<file path="src/rtl/arith_pkg.sv">
// Shared arithmetic definitions: serial FSM state encoding and default datapath width.
package arith_pkg;

  typedef enum logic [1:0] {
    IDLE = 2'd0,
    RUN  = 2'd1,
    DONE = 2'd2
  } sub_state_t;

  localparam int unsigned ARITH_DEFAULT_WIDTH = 8;

endpackage

</file>
<file path="src/rtl/full_subtractor.sv">
// Single-bit full subtractor: d = a - b - bi, bo is the borrow out of this bit.
module full_subtractor (
  output logic d,
  output logic bo,
  input  logic a,
  input  logic b,
  input  logic bi
);

  assign d  = a ^ b ^ bi;
  assign bo = (~a & b) | (~(a ^ b) & bi);

endmodule

</file>
<file path="src/rtl/serial_subtractor.sv">
// Bit-serial a - b - bin, LSB first, through one full_subtractor cell.
// Optional signed-overflow output enabled by defining SERIAL_SUB_OVF_EN.
module serial_subtractor
  import arith_pkg::*;
#(
  parameter int unsigned WIDTH = ARITH_DEFAULT_WIDTH
) (
  input  logic             clk,
  input  logic             rst_n,
  input  logic             req_valid,
  output logic             req_ready,
  input  logic [WIDTH-1:0] a,
  input  logic [WIDTH-1:0] b,
  input  logic             bin,
  output logic             rsp_valid,
  input  logic             rsp_ready,
  output logic [WIDTH-1:0] diff,
  output logic             bout
`ifdef SERIAL_SUB_OVF_EN
  ,
  output logic             ovf
`endif
);

  localparam int unsigned CNT_W = $clog2(WIDTH + 1);
  localparam logic [CNT_W-1:0] LAST_BIT = CNT_W'(WIDTH - 1);

  sub_state_t       state;
  logic [WIDTH-1:0] a_sr;
  logic [WIDTH-1:0] b_sr;
  // Only WIDTH-1 partial bits need storing; the final bit comes straight from the cell.
  logic [WIDTH-2:0] diff_sr;
  logic             borrow;
  logic [CNT_W-1:0] cnt;
  logic             cell_d;
  logic             cell_bo;
  logic [WIDTH-1:0] diff_next;

`ifdef SERIAL_SUB_OVF_EN
  logic a_msb;
  logic b_msb;
`endif

  full_subtractor u_cell (
    .d  (cell_d),
    .bo (cell_bo),
    .a  (a_sr[0]),
    .b  (b_sr[0]),
    .bi (borrow)
  );

  always_comb begin
    diff_next = {cell_d, diff_sr};
  end

  always_ff @(posedge clk or negedge rst_n) begin
    if (!rst_n) begin
      state     <= IDLE;
      req_ready <= 1'b1;
      rsp_valid <= 1'b0;
      diff      <= '0;
      bout      <= 1'b0;
      a_sr      <= '0;
      b_sr      <= '0;
      diff_sr   <= '0;
      borrow    <= 1'b0;
      cnt       <= '0;
`ifdef SERIAL_SUB_OVF_EN
      ovf       <= 1'b0;
      a_msb     <= 1'b0;
      b_msb     <= 1'b0;
`endif
    end else begin
      case (state)
        IDLE: begin
          if (req_valid) begin
            a_sr      <= a;
            b_sr      <= b;
            borrow    <= bin;
            diff_sr   <= '0;
            cnt       <= '0;
            req_ready <= 1'b0;
            state     <= RUN;
`ifdef SERIAL_SUB_OVF_EN
            a_msb     <= a[WIDTH-1];
            b_msb     <= b[WIDTH-1];
`endif
          end
        end

        RUN: begin
          a_sr    <= a_sr >> 1;
          b_sr    <= b_sr >> 1;
          borrow  <= cell_bo;
          diff_sr <= diff_next[WIDTH-1:1];
          cnt     <= cnt + 1'b1;
          if (cnt == LAST_BIT) begin
            diff      <= diff_next;
            bout      <= cell_bo;
            rsp_valid <= 1'b1;
            state     <= DONE;
`ifdef SERIAL_SUB_OVF_EN
            ovf       <= (a_msb != b_msb) && (diff_next[WIDTH-1] != a_msb);
`endif
          end
        end

        DONE: begin
          if (rsp_ready) begin
            rsp_valid <= 1'b0;
            req_ready <= 1'b1;
            state     <= IDLE;
          end
        end

        default: begin
          rsp_valid <= 1'b0;
          req_ready <= 1'b1;
          state     <= IDLE;
        end
      endcase
    end
  end

endmodule
</file>
<file path="config.mk">
export PLATFORM = sky130hd
export DESIGN_NAME = serial_subtractor
export DESIGN_NICKNAME = d
export VERILOG_FILES = /design/src/rtl/arith_pkg.sv /design/src/rtl/full_subtractor.sv /design/src/rtl/serial_subtractor.sv
export SDC_FILE = /design/constraint.sdc
export NUM_CORES = 1
export LEC_CHECK = 0
export ABC_AREA = 1
export CAP_MARGIN = 15
export CORE_MARGIN = 3
export CORE_UTILIZATION = 34
export CTS_BUF_LIST = sky130_fd_sc_hd__clkbuf_4 sky130_fd_sc_hd__clkbuf_8
export DETAILED_ROUTE_END_ITERATION = 10
export HOLD_SLACK_MARGIN = 0.12
export PLACE_DENSITY = 0.63
export SLEW_MARGIN = 10
export SYNTH_ARGS = -nofsm -noshare
export SYNTH_HDL_FRONTEND = slang
export SYNTH_HIERARCHICAL = 1
export SYNTH_SLANG_ARGS = --single-unit
</file>
<file path="constraint.sdc">
create_clock -name clk -period 1.5 [get_ports clk]
set_input_delay 0.15 -clock clk [delete_from_list [all_inputs] [get_ports clk]]
set_output_delay 0.15 -clock clk [all_outputs]
set_load 0.01 [all_outputs]
</file>
==> impl_metrics.toml <==
[synth]
synth-async-reset-ratio_pct = 100
synth-adder-area-share_pct = 1.80
netlist.area_leader.share_pct = 55.5
netlist_instances = 208
syn_nets = 231
synth.ff_latch_count = 41
syn_area_sq_um = 1800
synth_area_leaders = "dfrtp_1 56%, nand3_1 17%, nand2_1 14%, buf_2 2.8%, inv_1 1.9%"
yosysUniqueCellTypes = 19
synthTopCellsByCount = "69 x nand2_1, 61 x nand3_1, 40 x dfrtp_1"
synth_ff_type = "dfrtp_1"
yosys.area_share.simple_pct = 33.2
synth.most_common_cell = "nand2_1"
avgSynthCellArea_sq_um = 8.67
synth_compound_area_share_pct = 2.01
synth_warnings = 6
yosys.area.top_type = "dfrtp_1"
synth_top_family_by_area = "simple AND/OR/NAND/NOR gates"
synth-edff-count = 0
ys_seq_area_share_pct = 57.0
muxShareOfSynthArea_pct = 0
synthXorXnorAreaFrac_pct = 0.486

[placed_design]
port_buffers = 31
gp_congestion = 0.774
place_ws_ps = 95.7
dp_cells = 302
dp_hpwl_mm = 2.51

[global_routing]
grt_remaining_overflow = 0
grt_pass1_wl_mm = 6.60
grt.total_usage_pct = 13.5
antenna_found_initial = 0
grt_pass1_vias = 1456
grt_start_max_net_pins = 42

[die]
dieArea_sq_um = 6210
start_util_pct = 36.7
die_y_microns = 78.8
fp.dieW_microns = 78.8
core_area_sq_um = 4910
std_cell_rows = 25
io_pins = 32

[worst_setup_path]
r2r-end = "diff[0]"
cp.arrival_ps = 1200
crit_chain = "clkdlybuf4s50_1"
worst-path-buf-inv = 1
critPathCaptureType = "output pin"
cp_max_fo = 2
rr_worst_depth = 7
r2r_slack_ps = 230
critPathTopFamily = "buffers and inverters"
critPathSlowestCell = "clkdlybuf4s50_1"
cpPeakStageDelay_ps = 550
timing.rr.start = "cnt[0]"
crit_required_ps = 1350
crit_type = "reg2out"
cp-start-kind = "flop"

[sta]
rsz0062_at_grt = "false"
worstMarginPinSlew_ps = 522
post-route-period-util_pct = 89.9
setup_tns_ps = 0
drv_slew = 0
whs_ps = 386
fin_crit_ps = 1350
hold_violations = 0
fin_skew_ps = 9.21
timing.fmax_mhz = 741
layout_setup_ws_ps = 151
setup_viol_count_final = 0
max_slew_margin_pct = 65.1

[pwr]
p_leak_nw = 1.13
ir_drop_mv = 0.572
power_density_nw_per_um2 = 1800

[run_status]
status = "completed"

[clock_network]
htree_levels = 2
clkLatencyLatePin_ps = 290
cts-root-buf = "clkbuf_8"
clk_pin_slew_worst_paths_ps = 80
clock_path_buffers = 2
post_cts_buffers = 0
cts_tree = "yes"
cts_made_buffers = 5
cts.sinks = 41

[layout]
finalNetCount = 266
synthToLayoutAreaGrowth_pct = 26.6
drive_above_1_share_pct = 9.84
instances_no_fill = 311
antenna_cells = 0

[min_path]
hp-start = "b[7]"
min_path_cells = 3
hold_class = "in2reg"
hold-path-endpoint = "b_sr[7]"

[job]
drv_cap = 0

[routing]
dr.pass1.iters = 4
drc = 0
drt_iter0_drc = 70
num_vias = 1477
postRouteAntennaNets = 0
wire_per_inst_microns = 12.0
wirelength_mm = 3.75
vias_per_cell = 4.75
-- cell usage in the layout (no fill, tap or decap), types with 2 or more instances in the layout --
| cell | synthesis | final |
|---|---|---|
| nor2_2 | 2 | 2 |
| inv_2 | 2 | 2 |
| buf_4 | 1 | 7 |
| clkinv_2 | 0 | 2 |
| dfrtp_1 | 40 | 40 |
| nand2_1 | 69 | 69 |
| nand2_2 | 2 | 2 |
| clkdlybuf4s50_1 | 0 | 29 |
| nand3_1 | 61 | 61 |
| clkbuf_8 | 0 | 5 |
| inv_1 | 9 | 9 |
| o21ai_0 | 3 | 3 |
-- cells by family (layout without fill, tap and decap cells) --
family / Yosys count / count (layout)
flops: 41 / 41
fa+ha+maj: 2 / 2
xor+xnor: 1 / 1
compound gates: 6 / 6
buf+inv: 22 / 58
simple gates: 136 / 136
-- area by class of cell --
type	count	area, sq um
repair buffers	39	367
fillers	511	2630
clock buffers	6	76.3
inverters	11	41.3
flip-flops and latches	41	1030
clock inverters	2	10.0
multi-input cells	145	677
well taps	67	83.8
-- metal layers --
layer	share of wire [%]	vias up	GRT usage, %
met5	0	-	0
met1	47	686	17.7
met3	5.2	8	2.83
met4	2.2	0	7.22
met2	46	35	21.1
li1	-	748	-
-- report_power, final --
part	internal [mW]	switching [mW]
registers	1.56	0.293
clock network	0.341	0.374
logic	0.690	0.857
total	2.59	1.52
-- per-stage QoR --
step	power [mW]	util, %	instance area, sq um
after global placement	3.43	44.5	2190
after CTS	4.17	46.5	2280
after detailed placement	3.45	44.5	2190
after global routing	4.47	46.5	2280
final	4.12	46.5	2280
after floorplan	2.84	-	1800
-- state kept, by name, summed over array words and instances, names as in the netlist --
register   cells
borrow         1
bout           1
state          2
b_sr           8
diff           8
req_ready      1
diff_sr        7
a_sr           8
cnt            4
rsp_valid      1
-- worst max path at each step --
stage	start	to	slack (ps)	depth (start not counted)
after floorplan	cnt[0]	diff[7]	340	7
after global placement	req_valid	b_sr[6]	110	4
after detailed placement	req_valid	cnt[2]	100	4
after CTS	rsp_valid	rsp_valid	140	1
after global routing	cnt[0]	diff[7]	60	5
final	rsp_valid	rsp_valid	150	1
-- what timing repair did --
| item | 4_1_cts | 5_1_grt |
|---|---|---|
| endpoints found under the setup margin | 1 | 0 |
| hold buffers | 1 | 0 |
| resized for setup | 1 | 0 |
| hold endpoints to repair | 40 | 0 |
Note: power is estimated with default switching activity, not from simulation.
